==> src/rtl/decoder_scan.sv <==
// Registered one-hot channel decoder with direct-select and auto-scan modes.
// Optional build macro DECODER_SCAN_ACTIVE_LOW_EN drives o one-cold (idle value all-ones).
module decoder_scan #(
    parameter int SEL_W = 2,
    parameter int DWELL = 4
) (
    input  logic                    clk,
    input  logic                    rst_n,
    input  logic                    en_n,
    input  logic                    mode,
    input  logic [SEL_W-1:0]        sel,
    input  logic [SEL_W-1:0]        last_ch,
    output logic [(1<<SEL_W)-1:0]   o,
    output logic [SEL_W-1:0]        cur,
    output logic                    wrap
);
    localparam int N     = 1 << SEL_W;
    localparam int CNT_W = (DWELL > 1) ? $clog2(DWELL) : 1;
    localparam logic [CNT_W-1:0] DWELL_MAX = CNT_W'(DWELL - 1);

`ifdef DECODER_SCAN_ACTIVE_LOW_EN
    localparam logic ACT_LOW = 1'b1;
`else
    localparam logic ACT_LOW = 1'b0;
`endif

    typedef enum logic [1:0] {IDLE, DIRECT, SCAN} state_t;

    state_t             state_q, state_d;
    logic [SEL_W-1:0]   idx_q, idx_d;
    logic [CNT_W-1:0]   dwell_q, dwell_d;
    logic [SEL_W-1:0]   cur_q, cur_d;
    logic               wrap_q, wrap_d;
    logic [N-1:0]       o_q, o_d;
    logic               on_d;
    logic [N-1:0]       onehot;
    logic [1:0]         rst_sync_q;
    logic               rst_int_n;

    // Reset asserts asynchronously but releases two edges later, in step with clk.
    always_ff @(posedge clk or negedge rst_n) begin
        if (!rst_n) begin
            rst_sync_q <= 2'b00;
        end else begin
            rst_sync_q <= {rst_sync_q[0], 1'b1};
        end
    end
    assign rst_int_n = rst_sync_q[1];

    always_comb begin
        state_d = state_q;
        idx_d   = idx_q;
        dwell_d = dwell_q;
        wrap_d  = 1'b0;
        cur_d   = '0;
        on_d    = 1'b0;
        if (en_n) begin
            state_d = IDLE;
            idx_d   = '0;
            dwell_d = '0;
        end else if (!mode) begin
            state_d = DIRECT;
            idx_d   = '0;
            dwell_d = '0;
            cur_d   = sel;
            on_d    = 1'b1;
        end else begin
            state_d = SCAN;
            on_d    = 1'b1;
            if (state_q != SCAN) begin
                idx_d   = '0;
                dwell_d = '0;
            end else if (dwell_q == DWELL_MAX) begin
                dwell_d = '0;
                // A shrunken last_ch below idx also wraps here.
                if (idx_q >= last_ch) begin
                    idx_d  = '0;
                    wrap_d = 1'b1;
                end else begin
                    idx_d = idx_q + 1'b1;
                end
            end else begin
                dwell_d = dwell_q + 1'b1;
            end
            cur_d = idx_d;
        end
    end

    for (genvar gi = 0; gi < N; gi++) begin : g_dec
        assign onehot[gi] = (cur_d == SEL_W'(gi));
    end

    always_comb begin
        o_d = on_d ? onehot : '0;
        if (ACT_LOW) begin
            o_d = ~o_d;
        end
    end

    always_ff @(posedge clk or negedge rst_int_n) begin
        if (!rst_int_n) begin
            state_q <= IDLE;
            idx_q   <= '0;
            dwell_q <= '0;
            cur_q   <= '0;
            wrap_q  <= 1'b0;
            o_q     <= {N{ACT_LOW}};
        end else begin
            state_q <= state_d;
            idx_q   <= idx_d;
            dwell_q <= dwell_d;
            cur_q   <= cur_d;
            wrap_q  <= wrap_d;
            o_q     <= o_d;
        end
    end

    assign o    = o_q;
    assign cur  = cur_q;
    assign wrap = wrap_q;
endmodule

==> config.mk <==
export PLATFORM = sky130hd
export DESIGN_NAME = decoder_scan
export DESIGN_NICKNAME = d
export VERILOG_FILES = /design/src/rtl/decoder_scan.sv
export SDC_FILE = /design/constraint.sdc
export NUM_CORES = 1
export LEC_CHECK = 0
export CAP_MARGIN = 5
export CORE_MARGIN = 1
export CORE_UTILIZATION = 46
export DETAILED_ROUTE_END_ITERATION = 10
export GPL_TIMING_DRIVEN = 0
export PLACE_DENSITY_LB_ADDON = 0.08
export SYNTH_ARGS = -nofsm -noshare
export SYNTH_HDL_FRONTEND = slang
export SYNTH_SLANG_ARGS = --single-unit
==> constraint.sdc <==
create_clock -name clk -period 0.92 [get_ports clk]
set_input_delay 0.184 -clock clk [delete_from_list [all_inputs] [get_ports clk]]
set_output_delay 0.184 -clock clk [all_outputs]
set_load 0.02 [all_outputs]
Word-level counts from Yosys, hierarchy flattened:

Cells that the tools add are included.
Widths: inputs -> output; s select.

* register bits: 15

* $add $sub $neg: 2
* magnitude comparators: 1
* equality and inequality tests: 5
* muxes and demuxes: 19
* reductions and logical operators: 1

Operator list (count)
* $mux 2: 13
* $eq 2x2->1 const B: 3
* $mux 1: 5
* $add 2x1->2 const B: 2
* $mux 4: 1
* $eq 2x1->1 const B: 1
* $ge 2x2->1: 1
* $logic_not 2->1: 1
* $ne 2x2->1 const B: 1

Longest topological paths before layout:

* depth after elaboration: 8
* mapped depth: 7

Worst setup path before layout:

OpenSTA, ideal clock, no wires.

* path type: register to register
* from: register idx_q[0]
* to: register o_q[1], in the netlist o[1]
* setup time: 0.119 ns
* data arrival time: 1.365 ns
* setup slack: -0.564 ns
* stages on the path, launching flop included: 8
* buffers on the path: 0
* path through: dfrtp_1 inv_1 ha_1 nor3b_2 o21ai_2 or2_4 inv_2 nor3b_2

* longest elaborated chain between the ends: 8
* elaborated cells between the ends (all ways): 9

RTL lines
* from (decl): RTL line 30 `logic [SEL_W-1:0] idx_q, idx_d;`
* from (signal assigned): RTL line 110 `idx_q <= idx_d;`
* $add 2x1->2 / $ge 2x2->1 (equally long branches): RTL line 80, 76
* $mux 2: RTL line 76 `if (idx_q >= last_ch) begin`
* $mux 2 *: RTL line 73 `end else if (dwell_q == DWELL_MAX) begin`
* $mux 2 *: RTL line 70 `if (state_q != SCAN) begin`
* $mux 2 *: RTL line 61 `end else if (!mode) begin`
* $mux 2 *: RTL line 57 `if (en_n) begin`
* $eq 2x1->1 *: RTL line 90 `assign onehot[gi] = (cur_d == SEL_W'(gi));`
* $mux 4 *: RTL line 94 `o_d = on_d ? onehot : '0;`
* named net o_d[1]: RTL line 34 `logic [N-1:0] o_q, o_d;`
* to (signal assigned): RTL line 107 `o_q <= {N{ACT_LOW}};`
* to (decl): RTL line 34

The timed path passes the listed nets; every way through them passes the cells marked *.

Worst setup path in the final report:

Ends and elaborated chain as after synthesis.

==> results.py <==
metrics = {
    "critical_path": {
        "crit_path_cell_trace": "inv_2, ha_4, nor3b_4, o21ai_4, or2_4, inv_4, nor3b_2",
        "slowest_stage": "dfrtp_1",
        "reg2reg_to": "o[1]",
        "rr_startpoint": "idx_q[0]",
        "crit_arrival_ns": 1.62,
        "rrSetupSlack_ns": -0.54,
        "crit_fanout": 4,
        "crit_required_ns": 1.08,
        "crit_start": "idx_q[0]",
        "start_kind": "register",
        "crit_type": "register to register",
        "crit_end": "o[1]",
        "endpoint_kind": "register",
        "reg2reg_depth": 7,
        "cpPeakStageDelay_ns": 0.39,
    },
    "sta": {
        "slew_headroom_pct": 64.8,
        "layout_min_cycle_time_ns": 1.46,
        "drv_slew": 0,
        "fmax_mhz": 686,
        "setup_violations": 16,
        "finalHoldViolCount": 0,
        "post-route-period-util_pct": 158,
        "rsz0062_at_grt": "true",
        "finalClockSkew_ns": 0.000856,
        "finalWorstSetupSlack_ns": -0.537,
        "worstMarginPinSlew_ns": 0.528,
    },
    "cts": {
        "cts_tree": "yes",
        "htreeDepth": 1,
        "holdBufCountCts": 0,
        "numClockSinks": 15,
        "clkSlewWorstSetupHoldPaths_ns": 0.08,
        "clockBufferDepth": 2,
        "cts_inserted_buffers": 3,
        "cts_root_buf": "clkbuf_4",
        "clk_latency_ns": 0.27,
    },
    "global_route": {
        "grt_usage_pct": 17.5,
        "antenna_found_initial": 0,
        "grt_start_max_net_pins": 14,
        "grt_pass1_vias": 420,
        "grt_pass1_wl_mm": 1.74,
        "overflow": 0,
    },
    "layout": {
        "nNetsFinal": 84,
        "drive_above_1_share_pct": 45.8,
        "fillerInstances": 84,
        "final_util_pct": 77.6,
        "layout-area-overhead-vs-synth_pct": 48.1,
        "final_area_um2": 921,
        "antenna_cells": 0,
    },
    "synth": {
        "yosysMostFrequentCell": "dfrtp_1",
        "ys_warn_count": 0,
        "netlist_area_um2": 622,
        "synthTopCellsByCount": "dfrtp_1 (15), nand2_1 (4)",
        "synth_seq_cells": 15,
        "seq_area_frac_synth_pct": 60.4,
        "syn_area_per_cell_um2": 12.4,
        "synth_nets": 61,
        "synth_area_leaders": "dfrtp_1 (60%), ha_1 (6.0%), o21ai_2 (4.2%), nor3b_2 (4.0%), nand2_1 (2.4%)",
        "async_flop_share_pct": 100,
        "synth_top_area_cell": "dfrtp_1",
        "synthCells": 50,
        "synthFlopType": "dfrtp_1",
        "synth.distinct_cells": 22,
        "synthDominantCellAreaShare_pct": 60.4,
        "synth_edf_count": 0,
    },
    "die": {
        "die_h_um": 38.8,
        "fp.dieArea_um2": 1500,
        "initial_utilization_pct": 52.4,
        "core.rowCount": 12,
        "die_x_um": 38.8,
        "io_pins": 15,
        "core-area_um2": 1190,
    },
    "routing": {
        "dr.pass1.iters": 3,
        "avgViaCountPerCell": 4.97,
        "remaining_drc_errors": 0,
        "drtAntennaViolNets": 0,
        "drt-initial-drc-count": 11,
        "drt_wl_total_mm": 1.05,
        "wl_per_cell_um": 12.2,
        "vias": 427,
    },
    "power_and_ir_drop": {
        "power_density_nw_per_um2": 1270,
        "p_total_mw": 1.17,
        "p_leak_nw": 0.413,
        "irDropWorstVdd_v": 0.000971,
    },
    "hold_path": {
        "hold_path_class": "primary input to async pin",
    },
    "placement": {
        "post-dp-hpwl_um": 702,
        "port_buffers": 14,
        "dpl_cell_area_um2": 779,
        "gp_congestion": 0.719,
    },
    "outcome": {
        "violations": "setup timing",
        "outcome": "complete, but fails checks",
    },
    "job": {
        "maxCapViolCount": 0,
    },
}
registers in the layout, indices dropped and copies added, names as in the netlist:
register    cells
o               4
rst_sync_q      2
state_q         2
cur             2
wrap            1
dwell_q         2
idx_q           2
worst min path at each step:
stage	depth (start not counted)	slack [ns]	from	to
2_1_floorplan	0	-0.11	rst_n	rst_sync_q[0]
3_3_place_gp	0	0.22	rst_sync_q[1]	state_q[1]
3_5_place_dp	0	0.23	rst_sync_q[1]	state_q[0]
4_1_cts	1	0.06	rst_n	rst_sync_q[0]
5_1_grt	1	0.06	rst_n	rst_sync_q[1]
6_report	1	0.07	rst_n	rst_sync_q[1]
metrics by stage:
step                TNS, ns  setup WS (ns)  hold WS (ns)  cells
CTS                   -4.30         -0.585        0.0583     85
global route          -4.97         -0.601        0.0644     86
floorplan             -3.09         -0.505        -0.112     50
global placement      -7.76         -0.828         0.217     78
finish                -3.98         -0.537        0.0660     86
detailed placement    -7.89         -0.836         0.226     78
cell usage in the layout (no fill, tap or decap), types with 2 or more instances in the layout:
cell type and count:
dfrtp_1 15, buf_6 7, clkdlybuf4s50_1 5, nand2_1 4, buf_4 4, ha_4 3, clkbuf_4 3, o21ai_4 2
nor2_1 2, a21oi_2 2, inv_1 2, nor3b_2 2, dlygate4sd2_1 2
critical path: cells and delay by family, from the launching register on:
kind                       cells  cell delay (ns)
buffers and inverters          2             0.13
adders and majority gates      1             0.19
AOI/OAI and AO/OA              1             0.09
and+or+nand+nor                3             0.55
DFF                            1             0.39
where the power goes:
part / switching, mW / leakage [nW] / total (mW) / internal (mW)
registers: 0.0181 / 0.199 / 0.696 / 0.678
logic: 0.0558 / 0.198 / 0.128 / 0.0724
clock network: 0.182 / 0.0150 / 0.350 / 0.168
total: 0.256 / 0.413 / 1.17 / 0.918
kinds of logic after synthesis:
logic type	Yosys count	synth area share, %
simple gates	17	17.7
fa+ha+maj	3	6.04
other cells	1	0.603
compound gates	8	10.1
flops	15	60.4
xor+xnor	2	2.82
buf+inv	4	2.41
routing by layer:
layer  GRT usage (%)  vias to the layer above  share of wire [%]
met5               0                        -                  0
met4            7.76                        0                  0
met3            3.47                        0                2.7
met2            27.9                       10                 50
met1            22.7                      204                 47
li1                -                      213                  -
repair_timing:
action,in CTS,in global routing
endpoints found under the hold margin,0,0
resized for setup,48,12
setup buffers,3,1
pin swaps,4,7
endpoints found under the setup margin,18,18
cell type report:
cell class / instances / area [um2] / area share [%]
Multi-Input combinational cell: 31 / 308 / 33.4
Inverter: 4 / 17.5 / 1.90
Timing Repair Buffer: 18 / 176 / 19.2
Tap cell: 14 / 17.5 / 1.90
Sequential cell: 15 / 375 / 40.8
Clock buffer: 4 / 26.3 / 2.85
Note: power is estimated with default switching activity, not from simulation.
